--- src/rtl/cla_pipe_adder_if.sv ---
// Operand/result handshake bundle for cla_pipe_adder: operand beat in, result beat out.
interface cla_pipe_adder_if #(
  parameter int WIDTH = 16
);
  logic             in_valid;
  logic             in_ready;
  logic [WIDTH-1:0] a;
  logic [WIDTH-1:0] b;
  logic             cin;
  logic             sub;
  logic             out_valid;
  logic             out_ready;
  logic [WIDTH-1:0] sum;
  logic             cout;
  logic             ovf;

  modport master (
    output in_valid, a, b, cin, sub, out_ready,
    input  in_ready, out_valid, sum, cout, ovf
  );

  modport slave (
    input  in_valid, a, b, cin, sub, out_ready,
    output in_ready, out_valid, sum, cout, ovf
  );
endinterface

--- src/rtl/cla_pipe_adder.sv ---
// Pipelined CLA adder/subtractor, one BLK-bit group per stage, WIDTH/BLK register stages.
// One global enable: the whole pipe holds while a result is stalled; in_ready = ~out_valid | out_ready.
module cla_pipe_adder #(
  parameter int WIDTH = 16,
  parameter int BLK   = 4
) (
  input logic             clk,
  input logic             rst,
  cla_pipe_adder_if.slave bus
);
  localparam int NBLK = WIDTH / BLK;

  if (WIDTH % BLK != 0) begin : g_bad_cfg
    $error("cla_pipe_adder: WIDTH must be a multiple of BLK");
  end

  // Flattened sum-of-products lookahead: every carry depends only on p, g and the group carry-in.
  function automatic logic [BLK:0] lookahead(input logic [BLK-1:0] p,
                                             input logic [BLK-1:0] g,
                                             input logic           c0);
    logic [BLK:0] c;
    logic         term;
    logic         prop;
    c    = '0;
    c[0] = c0;
    for (int i = 0; i < BLK; i++) begin
      term = g[i];
      prop = p[i];
      for (int j = i - 1; j >= 0; j--) begin
        term = term | (prop & g[j]);
        prop = prop & p[j];
      end
      c[i+1] = term | (prop & c0);
    end
    return c;
  endfunction

  // Operand words shift right each stage so the group being added always sits at the LSBs;
  // the result word shifts right too, each stage inserting its slice at the top.
  logic [WIDTH-1:0] a_q  [NBLK];
  logic [WIDTH-1:0] b_q  [NBLK];
  logic [WIDTH-1:0] s_q  [NBLK];
  logic [NBLK-1:0]  v_q;
  logic [NBLK-1:0]  co_q;
  logic             cm_q;

  logic [WIDTH-1:0] a_st [NBLK];
  logic [WIDTH-1:0] b_st [NBLK];
  logic [WIDTH-1:0] s_st [NBLK];
  logic [NBLK-1:0]  v_st;
  logic [NBLK-1:0]  c_st;
  logic [BLK:0]     cy    [NBLK];
  logic [BLK-1:0]   grp_s [NBLK];
  logic             en;

  always_comb begin
    a_st[0] = bus.a;
    b_st[0] = bus.sub ? ~bus.b : bus.b;
    c_st[0] = bus.sub | bus.cin;
    v_st[0] = bus.in_valid;
    s_st[0] = '0;
    for (int k = 1; k < NBLK; k++) begin
      a_st[k] = a_q[k-1];
      b_st[k] = b_q[k-1];
      c_st[k] = co_q[k-1];
      v_st[k] = v_q[k-1];
      s_st[k] = s_q[k-1];
    end
    for (int k = 0; k < NBLK; k++) begin
      cy[k]    = lookahead(a_st[k][BLK-1:0] ^ b_st[k][BLK-1:0],
                           a_st[k][BLK-1:0] & b_st[k][BLK-1:0], c_st[k]);
      grp_s[k] = a_st[k][BLK-1:0] ^ b_st[k][BLK-1:0] ^ cy[k][BLK-1:0];
    end
  end

  always_ff @(posedge clk or posedge rst) begin
    if (rst) begin
      for (int k = 0; k < NBLK; k++) begin
        a_q[k] <= '0;
        b_q[k] <= '0;
        s_q[k] <= '0;
      end
      v_q  <= '0;
      co_q <= '0;
      cm_q <= 1'b0;
    end else if (en) begin
      for (int k = 0; k < NBLK; k++) begin
        a_q[k]  <= a_st[k] >> BLK;
        b_q[k]  <= b_st[k] >> BLK;
        s_q[k]  <= (s_st[k] >> BLK) | (WIDTH'(grp_s[k]) << (WIDTH - BLK));
        co_q[k] <= cy[k][BLK];
      end
      v_q  <= v_st;
      cm_q <= cy[NBLK-1][BLK-1];
    end
  end

  assign en            = ~v_q[NBLK-1] | bus.out_ready;
  assign bus.in_ready  = en;
  assign bus.out_valid = v_q[NBLK-1];
  assign bus.sum       = s_q[NBLK-1];
  assign bus.cout      = co_q[NBLK-1];
  assign bus.ovf       = cm_q ^ co_q[NBLK-1];
endmodule

--- src/flat_wrapper.sv ---
// flat-port wrapper written by rule: the top's interface ports become plain ports
module cla_pipe_adder_flat 
#(
  parameter int WIDTH = 16,
  parameter int BLK   = 4
)
  (clk, rst, bus_in_valid, bus_a, bus_b, bus_cin, bus_sub, bus_out_ready, bus_in_ready, bus_out_valid, bus_sum, bus_cout, bus_ovf);
  cla_pipe_adder_if #(.WIDTH(WIDTH)) bus_i ();
  input logic clk;
  input logic rst;
  input wire logic [$bits(bus_i.in_valid)-1:0] bus_in_valid;
  input wire logic [$bits(bus_i.a)-1:0] bus_a;
  input wire logic [$bits(bus_i.b)-1:0] bus_b;
  input wire logic [$bits(bus_i.cin)-1:0] bus_cin;
  input wire logic [$bits(bus_i.sub)-1:0] bus_sub;
  input wire logic [$bits(bus_i.out_ready)-1:0] bus_out_ready;
  output wire logic [$bits(bus_i.in_ready)-1:0] bus_in_ready;
  output wire logic [$bits(bus_i.out_valid)-1:0] bus_out_valid;
  output wire logic [$bits(bus_i.sum)-1:0] bus_sum;
  output wire logic [$bits(bus_i.cout)-1:0] bus_cout;
  output wire logic [$bits(bus_i.ovf)-1:0] bus_ovf;
  assign bus_i.in_valid = bus_in_valid;
  assign bus_i.a = bus_a;
  assign bus_i.b = bus_b;
  assign bus_i.cin = bus_cin;
  assign bus_i.sub = bus_sub;
  assign bus_i.out_ready = bus_out_ready;
  assign bus_in_ready = bus_i.in_ready;
  assign bus_out_valid = bus_i.out_valid;
  assign bus_sum = bus_i.sum;
  assign bus_cout = bus_i.cout;
  assign bus_ovf = bus_i.ovf;
  cla_pipe_adder #(.WIDTH(WIDTH), .BLK(BLK)) u_core (.clk(clk), .rst(rst), .bus(bus_i));
endmodule
--- config.mk ---
export PLATFORM = sky130hd
export DESIGN_NAME = cla_pipe_adder_flat
export DESIGN_NICKNAME = d
export VERILOG_FILES = /design/src/rtl/cla_pipe_adder_if.sv /design/src/rtl/cla_pipe_adder.sv /design/src/flat_wrapper.sv
export SDC_FILE = /design/constraint.sdc
export NUM_CORES = 1
export LEC_CHECK = 0
export CORE_ASPECT_RATIO = 0.5
export CORE_MARGIN = 2
export CORE_UTILIZATION = 46
export CTS_CLUSTER_DIAMETER = 80
export DETAILED_ROUTE_END_ITERATION = 8
export PLACE_DENSITY = 0.7
export SYNTH_ARGS = -nofsm -noshare
export SYNTH_HDL_FRONTEND = slang
export SYNTH_SLANG_ARGS = --single-unit
--- constraint.sdc ---
create_clock -name clk -period 4.4 [get_ports clk]
set_input_delay 0.44 -clock clk [delete_from_list [all_inputs] [get_ports clk]]
set_output_delay 0.44 -clock clk [all_outputs]
set_load 0.005 [all_outputs]
* Word-level counts from Yosys, hierarchy flattened *
Index checks and enable logic that the tools add are counted.

storage, ports and cells
  bits of input ports = 38
  output and inout bits = 20
  word-level logic and storage cells = 138
  register bits after elaboration = 109

cells by class
  muxes and demuxes = 1
  bitwise gates (word level) = 124

operator list
  cell                          count
  AND 1 bit                     64
  bitwise OR 12 x 16 -> 16 bit  3
  bitwise OR 1 bit              42
  bitwise XOR 4 bit             8
  AND 4 bit                     4
  2-to-1 mux 16 bit             1
  NOT 16 bit                    1
  NOT 1 bit                     1
  bitwise XOR 1 bit             1

* Depth between registers and ports, before layout *
  depth in word-level cells = 8
  depth in mapped cells = 8
  depth with buffers taken out = 6

* Worst setup path before layout *
No wires, ideal clock.

  kind = input port to flip-flop
  start point = in bus_sub
  end point = reg u_core.co_q[0]
  buffers on the path = 2
  setup slack = 2.453 ns
  stages on the path = 8
  setup time = 0.124 ns
  arrival = 1.823 ns
  cells stage by stage = buf_6 -> buf_4 -> xor2_1 -> ha_1 -> o21ai_0 -> a21oi_1 -> o21a_1 -> o31a_1

between the ends
  word-level cells in the longest chain between the ends = 7
  elaborated cells between the ends (all ways) = 15
  those cells by class = 1 x mux; 14 x bitwise

RTL lines
  item                                                          RTL line                                    RTL
  from (decl)                                                   flat_wrapper.sv:15                          input wire logic [$bits(bus_i.sub)-1:0] bus_sub;
  2-to-1 mux 16 bit                                             cla_pipe_adder.sv:58                        b_st[0] = bus.sub ? ~bus.b : bus.b;
  bitwise XOR 4 bit / AND 4 bit (equally long branches)         cla_pipe_adder.sv:70, cla_pipe_adder.sv:71
  AND 1 bit (on tied branches)                                  cla_pipe_adder.sv:30, cla_pipe_adder.sv:31
  bitwise OR 1 bit, or another cell as far along (2 in series)  cla_pipe_adder.sv:30                        term = term | (prop & g[j]);
  bitwise OR 1 bit / AND 1 bit (equally long branches)          cla_pipe_adder.sv:30, cla_pipe_adder.sv:33
  bitwise OR 1 bit *                                            cla_pipe_adder.sv:33                        c[i+1] = term | (prop & c0);
  to (signal, indexed assignment)                               cla_pipe_adder.sv:91                        co_q[k] <= cy[k][BLK];
  to (decl)                                                     cla_pipe_adder.sv:44                        logic [NBLK-1:0] co_q;

Mark *: on every way between the ends. The rest lies on a longest branch, timed or not.
A chain may end at the register's enable or synchronous reset.

* Worst setup path after layout *
  start point = in bus_out_ready
  end point = out bus_in_ready

between the ends
  word-level cells in the longest chain between the ends = 1

RTL lines
  item              RTL line              RTL
  from (decl)       flat_wrapper.sv:16    input wire logic [$bits(bus_i.out_ready)-1:0] bus_out_ready;
  bitwise OR 1 bit  cla_pipe_adder.sv:98  assign en = ~v_q[NBLK-1] | bus.out_ready;
  to (decl)         flat_wrapper.sv:17    output wire logic [$bits(bus_i.in_ready)-1:0] bus_in_ready;

Every way passes these cells.

==> key figures <==
Run status
  • Status: finished, final reports clean

Drt
  • Pre-antenna DRT Iters: 4
  • WL final: 7.96 mm
  • Residual DRC: 0
  • Antenna Violating Nets Remaining: 0
  • Routed vias/inst: 4.65
  • Via count: 3030
  • 1st-iter DRT viols: 154
  • DR WL/cell: 12.2 um

Yosys
  • Post-synthesis net count: 538
  • Register area share after synthesis: 54.2%
  • Flops & latches, synth: 97
  • Synth warnings: 0
  • Mapped Cells: 478
  • Synthesized area per cell: 9.36 um2
  • Post-synth cell types: 29
  • Synthesized cell area: 4480 um2

Worst setup path
  • Worst path max stage delay: 0.64 ns
  • Most used cell, CP: clkdlybuf4s50_1
  • Nature of the critical path startpoint: primary input
  • Worst Path Arrival: 2.16 ns
  • Critical path required time: 3.96 ns
  • Cells along the critical path: clkdlybuf4s50_1 > nor2b_4 > inv_2 > clkdlybuf4s50_1
  • Crit-path max FO: 46
  • Crit Path Category: primary input to output pin
  • CP endpoint kind: output pin
  • CP max-delay cell: clkdlybuf4s50_1
  • Crit path buf inv count: 3
  • CP delay by family, top: buffers and inverters

Layout
  • Syn-to-layout area delta: 19.2%
  • Final Net Count: 571
  • ANT cells: 0
  • Fin area: 5340 um2
  • Commonest non-fill, non-tap cell in the layout: nand2_1
  • Filler Cell Count: 854
  • Fin cells: 651
  • Commonest non-fill, non-tap cells in the layout: 201 x nand2_1, 97 x dfrtp_1, 57 x clkdlybuf4s50_1, 28 x o21ai_0, 18 x ha_1
  • Layout cells sized above 1: 5.23%

Place
  • I/O Buffers: 57
  • Post-DP Area: 4990 um2
  • Placer Congestion: 0.818
  • Placed insts: 635
  • Post-DP HPWL: 5.27 mm

CTS
  • Max Root-Sink Buffers: 2
  • CTS sink cnt: 97
  • # hold bufs at CTS: 0
  • Post-CTS setup buffers: 0
  • Clk_lat worst skew: 0.34 ns
  • Clock Tree Root: clkbuf_16
  • PostCTS Resize Cnt: 0
  • TritonCTS clock tree: yes
  • Clock-pin slew on the worst setup and hold paths: 0.06 ns
  • Htree depth: 3
  • CTS Buf Count: 9

Die
  • Starting density of the core: 47.4%
  • Top Ports: 58
  • Row cnt: 25
  • Chip width: 143 um
  • Core area: 9450 um2
  • Die area: 10600 um2
  • Die Span Y: 73.8 um

STA
  • RSZ-0062 raised after global routing: false
  • Min Tclk post-route: 2.60 ns
  • Slew @ Worst Pin: 0.888 ns
  • Pins over their slew limit: 0
  • Max Clk Rate: 385 MHz
  • Total negative slack: 0 ns
  • Clk_skew: 0.00605 ns
  • Slew HR: 40.8%
  • Hold Slack: 0.465 ns
  • Final Setup Violations: 0
  • Final hold vios: 0
  • Tcrit/Tclk final: 59.1%

GRT
  • Gr ovfl total: 0
  • GRT Total Usage: 17.0%
  • Vias in the first global route: 3074
  • Met2 Usage GRT: 28.1%
  • Maximum number of pins on one net before global-route repair: 96
  • Met1 GRT Util: 21.8%
  • Initial antenna violation count: 0
  • First-pass GRT wire length: 13.8 mm
  • Most Used Layer, Global Route: met2
  • Grt met3 use: 4.95%

Power and ir drop
  • Peak VDD IR: 264 uV
  • P per Cell Area: 692 nW/um2
  • Lkg Pwr: 2.58 nW

Flow run
  • Max Cap Viol: 0

Hold path
  • HP Class: register to register
path summary, 6_finish.rpt:
kind	startpoint	end	slack, ns	depth (start not counted)
min in group asynchronous	rst	u_core.bus.sum[2]$_DFFE_PP0P_	0.63	2
max	bus_out_ready	bus_in_ready	1.80	4
max reg2reg	u_core.v_q[3]$_DFFE_PP0P_	u_core.cm_q$_DFFE_PP0P_	2.30	4
min reg2reg	u_core.s_q[21]$_DFFE_PP0P_	u_core.s_q[21]$_DFFE_PP0P_	0.46	2
max in group asynchronous	rst	u_core.b_q[34]$_DFFE_PP0P_	2.88	3
min	u_core.s_q[21]$_DFFE_PP0P_	u_core.s_q[21]$_DFFE_PP0P_	0.46	2
worst reg2reg max path: cells and delay by family, from the launching register on:
| kind | cells | cell delay, ns |
|---|---|---|
| and+or+nand+nor | 1 | 0.13 |
| DFF | 1 | 0.37 |
| muxes | 1 | 0.39 |
| buffers and inverters | 2 | 1.09 |
registers in the layout, summed over array words and instances (netlist names):
register,flops
u_core.s_q,24
u_core.bus.sum,16
u_core.cm_q,1
u_core.b_q,24
u_core.v_q,4
u_core.a_q,24
u_core.co_q,4
per-layer routing:
layer,up-vias,share of wire [%]
met2,43,45
met1,1420,50
met4,0,1.4
met5,-,0
met3,8,3.3
li1,1559,-
cells in the mapped netlist, drive strengths merged:
| cell type | n | area share, % |
|---|---|---|
| a211oi | 6 | 1.1 |
| a21o | 3 | 0.50 |
| a21oi | 16 | 1.8 |
| buf | 37 | 5.8 |
| clkbuf | 2 | 0.17 |
| dfrtp | 97 | 54 |
| fa | 4 | 1.8 |
| ha | 18 | 5.0 |
| inv | 13 | 1.1 |
| mux2 | 1 | 0.25 |
| nand2 | 201 | 17 |
| nand2b | 1 | 0.14 |
| nor2 | 12 | 1.0 |
| nor2b | 1 | 0.14 |
| nor3 | 2 | 0.22 |
| o21a | 1 | 0.17 |
| o21ai | 33 | 3.8 |
| o21bai | 3 | 0.59 |
| o31a | 1 | 0.20 |
| o31ai | 1 | 0.28 |
| xnor2 | 15 | 2.9 |
| xor2 | 10 | 2.0 |
cell families after synthesis:
group                      Yosys count  share of synthesized area, %
muxes                                1                         0.252
adders and majority gates           22                          6.82
xor gates and xnor gates            25                          4.89
buffers and inverters               52                          7.02
and+or+nand+nor                    217                          18.4
DFF                                 97                          54.2
AOI/OAI and AO/OA                   64                          8.41
power by group:
group          leakage [nW]  switching [mW]  total (mW)  internal, mW
clock network         0.166           0.323       0.893         0.570
logic                  1.25           0.673        1.28         0.606
registers              1.17           0.226        1.52          1.29
total                  2.58            1.22        3.69          2.47
cell type report:
| class | instances | area (um2) | area share [%] |
|---|---|---|---|
| clock buffers | 11 | 243 | 4.55 |
| clock inverters | 5 | 103 | 1.92 |
| inverters | 13 | 51.3 | 0.962 |
| multi-input cells | 329 | 1740 | 32.6 |
| flip-flops and latches | 97 | 2430 | 45.5 |
| repair buffers | 61 | 601 | 11.3 |
| well taps | 135 | 169 | 3.17 |
stage by stage:
stage | utilization [%] | total power [mW] | setup slack [ns]
after global routing | 56.5 | 4.01 | 1.72
after detailed placement | 52.8 | 2.82 | 1.78
after floorplan | - | 2.48 | 1.43
after CTS | 56.5 | 3.74 | 1.78
final | 56.5 | 3.69 | 1.80
after global placement | 52.8 | 2.78 | 1.81
No activity file was read; power rests on OpenSTA's default activity.
==> RTL edit 1 (same settings) <==
Reset style: synchronous (`rst`), changed in one clocked block.
--- a/src/rtl/cla_pipe_adder.sv
+++ b/src/rtl/cla_pipe_adder.sv
@@ -73,7 +73,7 @@
     end
   end
 
-  always_ff @(posedge clk or posedge rst) begin
+  always_ff @(posedge clk) begin
     if (rst) begin
       for (int k = 0; k < NBLK; k++) begin
         a_q[k] <= '0;
Function: differs if rst is asserted again (counterexample within 10 cycles, from zero or initial values and one cycle with rst high); with rst held inactive, the same outputs for 10 cycles.
==> RTL edit 1 against the original RTL <==
Non-clock buffer count fell by 2. Sequential cell count unchanged. Largest cell class unchanged. Worst setup slack worse by 0.22 ns. Design area up 0.40%. Critical path depth unchanged. Area after synthesis up 1.8%. Highest routed layer unchanged. Synthesized cell count is 29% lower. Via count down 14%. Worst hold slack gained 0.0042 ns. Final cell count fell by 22%. Routed wire length decreased by 2.5%.
Power is not compared: it rests on default switching activity, and its combinational part moved more than twofold at a synthesized area within 25%.
==> RTL edit 1: results (changes against the original RTL) <==
metric,value,unit,change
average wire per standard cell,15.2,um,+24%
Clock Skews,0.00518,ns,-0.000867 ns
pre-CTS setup slack,1.19,ns,-0.598 ns
syn nets,397,,-26%
drt first-iter violations,251,,+63%
biggest regs,"u_core.s_q (40), u_core.a_q (24), u_core.b_q (24)",,
Placer Congestion,0.778,,-5.0%
Total GRT Usage,15.5,%,-1.5 points
vias in the first global route,2555,,-17%
Crit Path Max Fanout,30,,-35%
fraction of registers with async set/reset,0,%,-100 points
top post-synthesis cells by count,"edfxtp_1 (88), and3_1 (60), nor2_1 (24)",,
post-synthesis sequential area ratio,61.9,%,+7.7 points
pin count of the biggest net entering global routing,76,,-21%
area of placed instances,5030,um2,+0.83%
share of post-route cells with drive strength above 1,6.93,%,+1.7 points
count of cell types in the netlist,34,,+17%
first-pass GRT wire length,12.4,mm,-10%
outcome,"finished, final reports clean",,
Post-synth EDFFs,88,,+88
Vias per Instance,5.08,,+9.2%
final net count,430,,-25%
Rel. slew slack,30.2,%,-11 points
DP HPWL,5.02,mm,-4.6%
top post-synthesis cells by area,"edfxtp_1 (58%), and3_1 (8.2%), ha_1 (4.9%)",,
CP Data Arrival Time,2.98,ns,+0.82 ns
-- RTL edit 1: cell count changes in the layout (fill, tap and decap cells not counted), sizes merged, moves of 5 or more --
cell,unedited run,this run
nand2,201,10
dfrtp,97,0
edfxtp,0,88
and3,0,60
o21ai,33,3
nor2,12,24
dfxtp,0,9
a21oi,16,8
mux2i,0,8
nand3,0,5
-- RTL edit 1: cell families (layout without fill, tap and decap cells) --
family          count (synthesis)  in the layout  synth area share (%)
simple gates                  108            108                  13.0
flops                          97             97                  61.9
buf+inv                        50             88                  7.72
compound gates                 31             31                  4.86
fa+ha+maj                      22             22                  6.70
xor+xnor                       21             21                  4.04
mux                             8              8                  1.76
-- RTL edit 1: path summary, 6_finish.rpt --
| kind | from | endpoint | slack, ns | cells after the start |
|---|---|---|---|---|
| setup reg to reg | u_core.v_q[3] | u_core.s_q[0][62] | 2.18 | 4 |
| hold / removal | u_core.v_q[1] | u_core.v_q[1] | 0.47 | 2 |
| hold reg to reg | u_core.v_q[1] | u_core.v_q[1] | 0.47 | 2 |
| setup / recovery | rst | u_core.s_q[0][62] | 1.58 | 4 |
-- RTL edit 1: per-layer routing --
metal	share of wire, %	track usage (%)	routed length [um]	up-vias
met5	0	0	0	-
met4	2.4	7.66	189	0
met3	3.3	4.57	254	19
met2	51	26.6	3950	46
met1	43	18.4	3360	1257
li1	-	-	-	1270
-- RTL edit 1: area by class of cell --
class,count,area (um2)
Fill cell,761,4180
Sequential cell,97,2820
Multi-Input combinational cell,190,1390
Timing Repair Buffer,59,598
Clock buffer,9,225
Tap cell,135,169
Clock inverter,7,100
Inverter,13,51.3
-- RTL edit 1: power groups by stage --
| stage | sequential [mW] | clock (mW) | combinational (mW) |
|---|---|---|---|
| after detailed placement | 1.11 | 0 | 0.195 |
| after global routing | 1.09 | 0.889 | 0.218 |
| after global placement | 1.11 | 0 | 0.186 |
| final | 1.09 | 0.841 | 0.196 |
| after floorplan | 1.10 | 0 | 0.132 |
| after CTS | 1.09 | 0.855 | 0.198 |
-- RTL edit 1: critical path, cell delays in order --
cell and delay, ns:
clkdlybuf4s50_1 0.71, inv_1 0.70, nand2_1 0.74, nor3b_1 0.38
-- RTL edit 1: metrics by stage --
stage / power (mW) / cells / util [%] / hold slack, ns
floorplan: 1.23 / 337 / - / 0.440
global placement: 1.29 / 494 / 52.7 / 0.448
detailed placement: 1.31 / 494 / 52.7 / 0.457
CTS: 2.14 / 510 / 56.1 / 0.466
global route: 2.20 / 510 / 56.1 / 0.482
finish: 2.13 / 510 / 56.1 / 0.469
==> RTL edit 2 (config.mk and constraints unchanged) <==
Without the edit above. `WIDTH` is set to 16 in 3 places; all go to 32.
--- a/src/rtl/cla_pipe_adder_if.sv
+++ b/src/rtl/cla_pipe_adder_if.sv
@@ -1,6 +1,6 @@
 // Operand/result handshake bundle for cla_pipe_adder: operand beat in, result beat out.
 interface cla_pipe_adder_if #(
-  parameter int WIDTH = 16
+  parameter int WIDTH = 32
 );
   logic             in_valid;
   logic             in_ready;
--- a/src/rtl/cla_pipe_adder.sv
+++ b/src/rtl/cla_pipe_adder.sv
@@ -1,7 +1,7 @@
 // Pipelined CLA adder/subtractor, one BLK-bit group per stage, WIDTH/BLK register stages.
 // One global enable: the whole pipe holds while a result is stalled; in_ready = ~out_valid | out_ready.
 module cla_pipe_adder #(
-  parameter int WIDTH = 16,
+  parameter int WIDTH = 32,
   parameter int BLK   = 4
 ) (
   input logic             clk,
--- a/src/flat_wrapper.sv
+++ b/src/flat_wrapper.sv
@@ -1,7 +1,7 @@
 // flat-port wrapper written by rule: the top's interface ports become plain ports
 module cla_pipe_adder_flat 
 #(
-  parameter int WIDTH = 16,
+  parameter int WIDTH = 32,
   parameter int BLK   = 4
 )
   (clk, rst, bus_in_valid, bus_a, bus_b, bus_cin, bus_sub, bus_out_ready, bus_in_ready, bus_out_valid, bus_sum, bus_cout, bus_ovf);
Ports: changed (resized bus_a, bus_b and bus_sum); port bits go from 58 to 106. The function was not compared with the original's and may differ.
==> RTL edit 2 against the original RTL <==
Power rose to 3.5 times the old value. Design area rose to 3.4 times the old value. Sequential power rose to 4.0 times the old value. Sequential cell count rose by 288. Worst setup slack got worse by 0.0064 ns. Routed wire length rose to 3.6 times the old value. Critical endpoint unchanged. Core utilization fell by 3.4 points. Area after synthesis rose to 3.6 times the old value. Synthesized cell count rose to 3.7 times the old value. Die area rose to 3.4 times the old value. Register-to-register slack got worse by 0.34 ns. Highest routed layer unchanged. Critical path depth fell by 1. Fmax fell by 0.25%.
==> RTL edit 2: results (changes against the original RTL) <==
metric,value,unit,change
outcome,"finished, final reports clean",,
count of cell types in the netlist,27,,-6.9%
yosys warns,0,,unchanged
WL met1,14.7,mm,+270%
postcts setup bufs,0,,unchanged
dominant synthesized flop cell,dfrtp_1,,
reg2reg setup slack,1.96,ns,-0.34 ns
top layer in use,met4,,
peak per-stage delay on the critical path,0.63,ns,
drt total wl,28.6,mm,+260%
most common cell in the netlist,nand2_1,,
leakage power,9.32,nW,+260%
CTS Buffer Depth,3,,+1
DP HPWL,17.6,mm,+230%
Vias per Instance,4.65,,about the same
Clock Skews,0.00717,ns,+0.00112 ns
Reg-to-Reg End,u_core.co_q[0],,
fraction of registers with async set/reset,100,%,unchanged
share of post-route cells with drive strength above 1,4.14,%,-1.1 points
post-synthesis sequential area ratio,60.1,%,+5.9 points
Worst Reg-to-Reg Cells,5,,+1
top post-synthesis cells by count,"nand2_1 (964), dfrtp_1 (385), o21ai_0 (70)",,
layout filler cell count,3139,,+270%
pin count of the biggest net entering global routing,227,,+140%
Crit Path Max Fanout,125,,+170%
Worst-Skew Late Latency,0.52,ns,+0.18 ns
worst vdd ir,558,uV,+110%
placed cells,2225,,+250%
Placer Congestion,0.734,,-10%
cts bufs inserted,35,,+26
"Largest delay share family, worst path",buffers and inverters,,
RR Startpoint,u_core.v_q[7],,
met2 WL,12.6,mm,+250%
CP Data Arrival Time,2.16,ns,about the same
first-pass GRT wire length,49.1,mm,+260%
drt first-iter violations,863,,+460%
syn nets,1863,,+250%
initial antenna violation count,0,,unchanged
Worst path slowest cell,clkdlybuf4s50_1,,
PortBufs,105,,+84%
biggest regs,"u_core.a_q (112), u_core.b_q (112), u_core.s_q (112)",,
top post-synthesis cells by area,"dfrtp_1 (60%), nand2_1 (23%), buf_4 (3.1%)",,
diode count,0,,unchanged
Rel. slew slack,37.5,%,-3.3 points
Post-CTS Resized,0,,unchanged
# setup viols final,0,,unchanged
Final Non-Filler Cells,2286,,+250%
clock-pin transition on the worst setup and hold timing paths,0.06,ns,about the same
Syn Area/Cell,9.15,um2,-2.3%
Yosys top cell area share,60.1,%,+5.9 points
first-pass detailed-route iteration total,5,,+1
clock root cell,clkbuf_16,,
H-Tree Depth,2,,-1
Min-Delay Path Class,in -> async,,
vias in the first global route,10147,,+230%
wire length on met3,866,um,+230%
Total GRT Usage,16.3,%,-0.72 points
## RTL edit 2: changes by cell type after synthesis, moves of 13 or more
cell	before	now
nor2_1	12	25
buf_4	19	67
buf_2	14	45
xnor2_1	15	35
o21ai_0	28	70
dfrtp_1	97	385
nand2_1	201	964
ha_1	18	34
a21oi_1	16	34
## RTL edit 2: metal layers
layer  up-vias  track usage [%]
met3        34             2.83
met5         -                0
met4         0             3.97
met2       101             24.2
li1       5454                -
met1      5050             24.9
## RTL edit 2: worst max path at each step
stage / start / to
6_report: u_core.v_q[7] / bus_in_ready
5_1_grt: u_core.v_q[7] / bus_in_ready
4_1_cts: u_core.v_q[7] / bus_in_ready
3_5_place_dp: bus_out_ready / u_core.co_q[0]
3_3_place_gp: bus_out_ready / u_core.co_q[0]
2_1_floorplan: rst / u_core.a_q[100]
## RTL edit 2: report_power, final
group | switching (mW) | total [mW] | internal [mW]
registers | 0.881 | 6.03 | 5.15
logic | 2.15 | 3.76 | 1.60
clock network | 1.28 | 3.05 | 1.77
## RTL edit 2: cell families after synthesis
logic type	Yosys count	share of synthesized area [%]
simple gates	993	23.4
flops	385	60.1
buf+inv	145	5.36
compound gates	135	4.69
xor+xnor	50	2.73
fa+ha+maj	42	3.65
mux	1	0.0703
## RTL edit 2: final cells by class
cell class / instances / area (um2) / share of cell area, %
clock inverter: 5 / 28.8 / 0.158
tap: 475 / 594 / 3.26
clock buffer: 56 / 1140 / 6.23
timing repair buffer: 119 / 1230 / 6.72
multi-input combinational: 1221 / 5530 / 30.3
inverter: 25 / 105 / 0.576
sequential: 385 / 9630 / 52.8
## RTL edit 2: stage by stage
step	power, mW	hold slack [ns]	setup slack, ns	util [%]	area [um2]
after detailed placement	9.89	0.455	1.47	49.7	17100
after global placement	9.75	0.444	1.51	49.7	17100
after CTS	13.0	0.372	1.71	53.0	18300
final	12.8	0.383	1.80	53.0	18300
after global routing	13.9	0.431	1.64	53.0	18300
after floorplan	8.92	0.430	-1.22	-	16000
